==> src/rtl/elastic_fifo_buffer_pkg.sv <==
// Shared handshake helpers for the elastic FIFO: pointer/count width sizing.
package elastic_fifo_buffer_pkg;

    // clog2 that never returns 0, so a single-slot buffer still gets 1-bit fields.
    function automatic int clog2_min1(input int n);
        int r;
        r = $clog2(n);
        return (r < 1) ? 1 : r;
    endfunction

endpackage

==> src/rtl/elastic_fifo_ctrl.sv <==
// Head/tail/count bookkeeping for the circular buffer, with explicit pointer wrap
// so any depth (not only powers of two) works.
module elastic_fifo_ctrl
    import elastic_fifo_buffer_pkg::*;
#(
    parameter int NUM_SLOTS = 4,
    localparam int PTR_W = clog2_min1(NUM_SLOTS),
    localparam int CNT_W = clog2_min1(NUM_SLOTS + 1)
) (
    input  logic             clk,
    input  logic             rst,
    input  logic             push_i,
    input  logic             pop_i,
    output logic [PTR_W-1:0] head_o,
    output logic [PTR_W-1:0] tail_o,
    output logic             full_o,
    output logic             empty_o
);

    localparam logic [PTR_W-1:0] LAST_PTR = PTR_W'(NUM_SLOTS - 1);
    localparam logic [CNT_W-1:0] MAX_CNT  = CNT_W'(NUM_SLOTS);

    logic [PTR_W-1:0] head_q, head_d;
    logic [PTR_W-1:0] tail_q, tail_d;
    logic [CNT_W-1:0] count_q, count_d;

    always_comb begin
        head_d  = head_q;
        tail_d  = tail_q;
        count_d = count_q;
        if (pop_i) begin
            head_d = (head_q == LAST_PTR) ? '0 : head_q + PTR_W'(1);
        end
        if (push_i) begin
            tail_d = (tail_q == LAST_PTR) ? '0 : tail_q + PTR_W'(1);
        end
        // A simultaneous push and pop leaves occupancy unchanged.
        case ({push_i, pop_i})
            2'b10:   count_d = count_q + CNT_W'(1);
            2'b01:   count_d = count_q - CNT_W'(1);
            default: count_d = count_q;
        endcase
    end

    always_ff @(posedge clk) begin
        if (!rst) begin
            head_q  <= '0;
            tail_q  <= '0;
            count_q <= '0;
        end else begin
            head_q  <= head_d;
            tail_q  <= tail_d;
            count_q <= count_d;
        end
    end

    assign head_o  = head_q;
    assign tail_o  = tail_q;
    assign full_o  = (count_q == MAX_CNT);
    assign empty_o = (count_q == '0);

endmodule

==> src/rtl/elastic_fifo_buffer.sv <==
// Elastic FIFO for one valid/ready channel. Outputs depend on registered state only,
// so neither ins->outs nor outs_ready->ins_ready has a combinational path.
module elastic_fifo_buffer
    import elastic_fifo_buffer_pkg::*;
#(
    parameter int NUM_SLOTS = 4,
    parameter int DATA_TYPE = 32
) (
    input  logic                 clk,
    input  logic                 rst,
    input  logic [DATA_TYPE-1:0] ins,
    input  logic                 ins_valid,
    output logic                 ins_ready,
    output logic [DATA_TYPE-1:0] outs,
    output logic                 outs_valid,
    input  logic                 outs_ready
);

    localparam int PTR_W = clog2_min1(NUM_SLOTS);

    logic [DATA_TYPE-1:0] mem_q [NUM_SLOTS];
    logic [PTR_W-1:0]     head, tail;
    logic                 full, empty;
    logic                 push, pop;

    assign ins_ready  = !full;
    assign outs_valid = !empty;

    // Events are masked while reset is held so nothing lands in storage.
    assign push = ins_valid & ins_ready & rst;
    assign pop  = outs_valid & outs_ready & rst;

    elastic_fifo_ctrl #(
        .NUM_SLOTS (NUM_SLOTS)
    ) u_ctrl (
        .clk     (clk),
        .rst     (rst),
        .push_i  (push),
        .pop_i   (pop),
        .head_o  (head),
        .tail_o  (tail),
        .full_o  (full),
        .empty_o (empty)
    );

    always_ff @(posedge clk) begin
        if (push) begin
            mem_q[tail] <= ins;
        end
    end

    assign outs = mem_q[head];

endmodule

==> config.mk <==
export PLATFORM = sky130hd
export DESIGN_NAME = elastic_fifo_buffer
export DESIGN_NICKNAME = d
export VERILOG_FILES = /design/src/rtl/elastic_fifo_buffer_pkg.sv /design/src/rtl/elastic_fifo_ctrl.sv /design/src/rtl/elastic_fifo_buffer.sv
export SDC_FILE = /design/constraint.sdc
export NUM_CORES = 1
export LEC_CHECK = 0
export ABC_AREA = 1
export ABC_CLOCK_PERIOD_IN_PS = 3000
export CAP_MARGIN = 20
export CORE_ASPECT_RATIO = 1.75
export CORE_MARGIN = 5
export CORE_UTILIZATION = 34
export CTS_BUF_LIST = sky130_fd_sc_hd__clkbuf_4 sky130_fd_sc_hd__clkbuf_8
export CTS_CLUSTER_SIZE = 28
export DETAILED_ROUTE_END_ITERATION = 10
export MAX_ROUTING_LAYER = met4
export PLACE_DENSITY = 0.63
export SYNTH_ARGS = -nofsm -noshare
export SYNTH_HDL_FRONTEND = slang
export SYNTH_SLANG_ARGS = --single-unit
==> constraint.sdc <==
create_clock -name clk -period 3 [get_ports clk]
set_input_delay 0.6 -clock clk [delete_from_list [all_inputs] [get_ports clk]]
set_output_delay 0.6 -clock clk [all_outputs]
set_load 0.05 [all_outputs]
Word-level counts from Yosys, hierarchy flattened
Memory sizes are Yosys's and may differ from the RTL's. A register that Yosys moved wholly into a read port is not among the register bits.
Index checks and enable logic that the tools add are counted.

word-level totals
  register bits after elaboration = 7
  bits in writable memories = 128
  input port bits = 36
  memories = 1

cells by class
  add/sub/neg operators = 4
  equality and inequality tests = 5
  mux-type cells = 7
  bitwise operators = 4
  reduce and logical (&&, ||, !) cells = 4

memory list
  memory  words  width  read ports  clocked after Yosys merged registers in  wr ports  RTL line                   text
  mem_q   4      32     1           1                                        1         elastic_fifo_buffer.sv:21  logic [DATA_TYPE-1:0] mem_q [NUM_SLOTS];

operator list
  operator               count
  $mux W2                4
  $eq A2 B2 Y1 const B   3
  $pmux W3 S2            1
  $add A2 B1 Y2 const B  2
  $and A1 B1 Y1          4
  $add A3 B1 Y3 const B  1
  $eq A3 B3 Y1 const B   1
  $logic_not A3 Y1       1
  $sub A3 B1 Y3 const B  1
  $eq A2 B1 Y1 const B   1
  $logic_not A1 Y1       2
  $mux W1                2
  $reduce_bool A2 Y1     1

Logic depth before layout (Yosys ltp)
Gate-level depths: netlist (run 1).

  depth in word-level cells = 6
  mapped depth = 13
  mapped depth without buffers = 13

By module
Synthesis (run 1) repeated with hierarchy kept, for this count alone.

unflattened totals
  cell total of the unflattened synthesis = 564
  area total of the unflattened synthesis = 5818.1 µm²

modules (own cells, without submodules)
  module               times used  cells an instance  area an instance (µm²)
  elastic_fifo_buffer  1           518                5467.7
  elastic_fifo_ctrl    1           46                 350.3

Worst setup path before layout (run 1)
Ideal clock, no wire load.

  path type = input port to flip-flop
  start = input port rst
  end = memory mem_q[0][0], enable pin
  data arrival time = 2.235 ns
  path slack = 0.344 ns
  cell stages on the path = 4
  buffers on the path = 0
  path through = nand2_1 inv_1 nand2_1 nor2_1

on the way
  word-level cells in the longest chain between the ends = 3

RTL lines
  item                           RTL line                   text
  start, declared                elastic_fifo_buffer.sv:10  input logic rst,
  $and A1 B1 Y1                  elastic_fifo_buffer.sv:30  assign push = ins_valid & ins_ready & rst;
  $mux W1                        elastic_fifo_buffer.sv:47  if (push) begin
  $mux W1 (not written as such)  elastic_fifo_buffer.sv:48  mem_q[tail] <= ins;
  end, declared                  elastic_fifo_buffer.sv:21

No other way between the ends.

==> results.yml, run 1 <==
clock_tree:
  clk_path_buf_depth: 2
  cts_resized: 0
  cts_tree: "done"
  post_cts_buffers: 0
  cts_hold_buffers: 0
  clk_pin_slew_ns: 0.07
  cts_made_buffers: 17
  cts-htree-levels: 4
  clockRootBuffer: "clkbuf_8"
  cts_sinks: 137
  clkLatencyLatePin_ns: 0.42
synth:
  ys_top_cells_by_area: "edfxtp_1 (73%), nor2_1 (5.0%), o22ai_1 (3.8%)"
  synth_edf_count: 128
  ys.flop_type: "edfxtp_1"
  synth.yosys.warnings: 0
  syn_nets: 420
  synth_area_sq_um: 5290
  synth-seq-cells: 137
  yosys.area.top_type: "edfxtp_1"
  netlist.area_leader.share_pct: 72.7
  async_reset_ff_share_pct: 0
  postSynthCellCount: 377
  ys_types: 20
  yosysMostFrequentCell: "edfxtp_1"
  syn_area_per_cell_sq_um: 14.0
  synthTopCellsByCount: "edfxtp_1 (128), nor2_1 (71), o21ai_0 (38), o22ai_1 (32), o21ai_1 (28)"
  ys_seq_area_share_pct: 76.1
global_routing:
  overflow: 0
  grt_antenna_before_repair: 0
  grt_pass1_vias: 3339
  grt_pass1_wl_um: 16900
  grt_usage_pct: 12.5
  grt_max_degree: 65
place:
  port-buffer-count: 69
  place_congestion: 0.757
  dpl.hpwl_um: 7030
detailed_routing:
  drt-pass1-iter-count: 4
  drcViolationCount: 0
  vias: 3215
  routed_wirelength_um: 10900
  drtIter0Drc: 160
  ant_nets: 0
  vias_per_cell: 4.93
  wl_per_cell_um: 16.8
critical_path:
  criticalPathCategory: "register to output pin"
  cp-end-kind: "output pin"
  rrSetupSlack_ns: 0.83
  critical_path_arrival_ns: 2.19
  path_max_fanout: 38
  start_kind: "register"
  cp.required_ns: 2.40
timing:
  finalHoldViolCount: 0
  skew_ns: 0.00659
  fin_crit_sh_pct: 93.0
  period_needed_ns: 2.79
  worst_pin_slew_ns: 0.750
  relSlewSlack_pct: 50.0
  drv_slew: 0
  rsz0062_at_grt: "false"
  setup_viol: 0
  tns_ns: 0
  max_freq_mhz: 358
floorplan:
  coreArea_sq_um: 15300
  ios: 70
  fp-row-count: 60
  die_area_sq_um: 18200
  die_y_um: 175
  die_x_um: 104
  start_util_pct: 34.5
layout:
  syn_to_final_growth_pct: 22.5
  antenna_cells: 0
  drive_gt1_share_pct: 16.7
  nNetsFinal: 496
power_and_ir_drop:
  leakage_nw: 2.23
  power_mw: 4.44
  power.density_nw_per_um2: 686
  peakVddDrop_uv: 329
run_status:
  status: "finished, final reports clean"
hold_path:
  hold_path_class: "register to register"
flow_run:
  drv_cap: 0
[kinds of logic after synthesis]
| logic type | after synthesis | share of synthesized area, % |
|---|---|---|
| AO/OA/AOI/OAI | 101 | 10.3 |
| adder cells (fa/ha/maj) | 7 | 1.80 |
| buffers and inverters | 37 | 4.47 |
| flip-flops | 137 | 76.1 |
| AND/OR/NAND/NOR | 95 | 7.33 |
[placed cells by master (no fill, tap or decap), types with 8 or more instances in the layout]
cell type	count
nand2_1	12
clkbuf_8	17
edfxtp_1	128
nor2_1	67
nand3_1	8
o21ai_0	38
o22ai_1	32
dfxtp_1	8
inv_1	15
clkdlybuf4s50_1	37
buf_4	36
o21ai_1	28
[final timing paths]
check                                                    start                             end  depth (start not counted)
worst min register to register   u_ctrl.head_o[1]$_SDFFE_PN0N_   u_ctrl.head_o[1]$_SDFFE_PN0N_                          2
worst max-delay path                                  register                         outs[7]                          4
worst max register to register  u_ctrl.count_q[0]$_SDFFE_PN0P_  u_ctrl.count_q[2]$_SDFFE_PN0P_                         12
worst min-delay path             u_ctrl.head_o[1]$_SDFFE_PN0N_   u_ctrl.head_o[1]$_SDFFE_PN0N_                          2
[registers in the layout, indices dropped and copies added, names as in the netlist, named ones only]
| name | count |
|---|---|
| mem_q | 128 |
| u_ctrl.count_q | 3 |
| u_ctrl.head_o | 2 |
| u_ctrl.tail_o | 2 |
[where the power goes]
group / leakage, nW / switching [mW] / internal, mW
Clock: 0.183 / 0.656 / 0.734
Combinational: 0.814 / 0.601 / 0.258
Sequential: 1.24 / 0.0445 / 2.15
Total: 2.23 / 1.30 / 3.14
[critical path: stages, from the launching register on]
cell,delay [ns]
dfxtp_2,0.82
buf_12,0.25
o21ai_0,0.10
o22ai_1,0.31
buf_4,0.27
[cell type report]
cell class / count / area [sq um]
fill: 1441 / 8830
sequential: 137 / 4030
multi-input combinational: 203 / 1060
timing repair buffer: 77 / 721
clock buffer: 18 / 241
tap: 186 / 233
clock inverter: 14 / 131
inverter: 17 / 71.3
[per-layer routing]
layer	routed length [um]	global-route usage (%)
met3	427	3.40
met4	264	5.78
met1	4030	11.8
met5	0	-
met2	6220	22.9
[per-stage QoR]
step	setup WS, ns	hold slack, ns	instance area [sq um]	util (%)	cells
2_1_floorplan	0.344	0.460	5290	-	377
3_3_place_gp	0.418	0.486	6110	39.9	620
3_5_place_dp	0.259	0.490	6110	39.9	620
4_1_cts	0.141	0.508	6480	42.3	652
5_1_grt	0.0647	0.530	6480	42.3	652
6_report	0.211	0.504	6480	42.3	652
Power figures use the tool's default switching activity.
==> run 2, diff against run 1 <==
--- a/config.mk
+++ b/config.mk
@@ -14,6 +14,7 @@
 export CTS_BUF_LIST = sky130_fd_sc_hd__clkbuf_4 sky130_fd_sc_hd__clkbuf_8
 export CTS_CLUSTER_SIZE = 28
 export DETAILED_ROUTE_END_ITERATION = 10
+export GPL_TIMING_DRIVEN = 1
 export MAX_ROUTING_LAYER = met4
 export PLACE_DENSITY = 0.63
 export SYNTH_ARGS = -nofsm -noshare
==> results of run 2 <==
Final layout, timing and power as in run 1 (identical DEF).
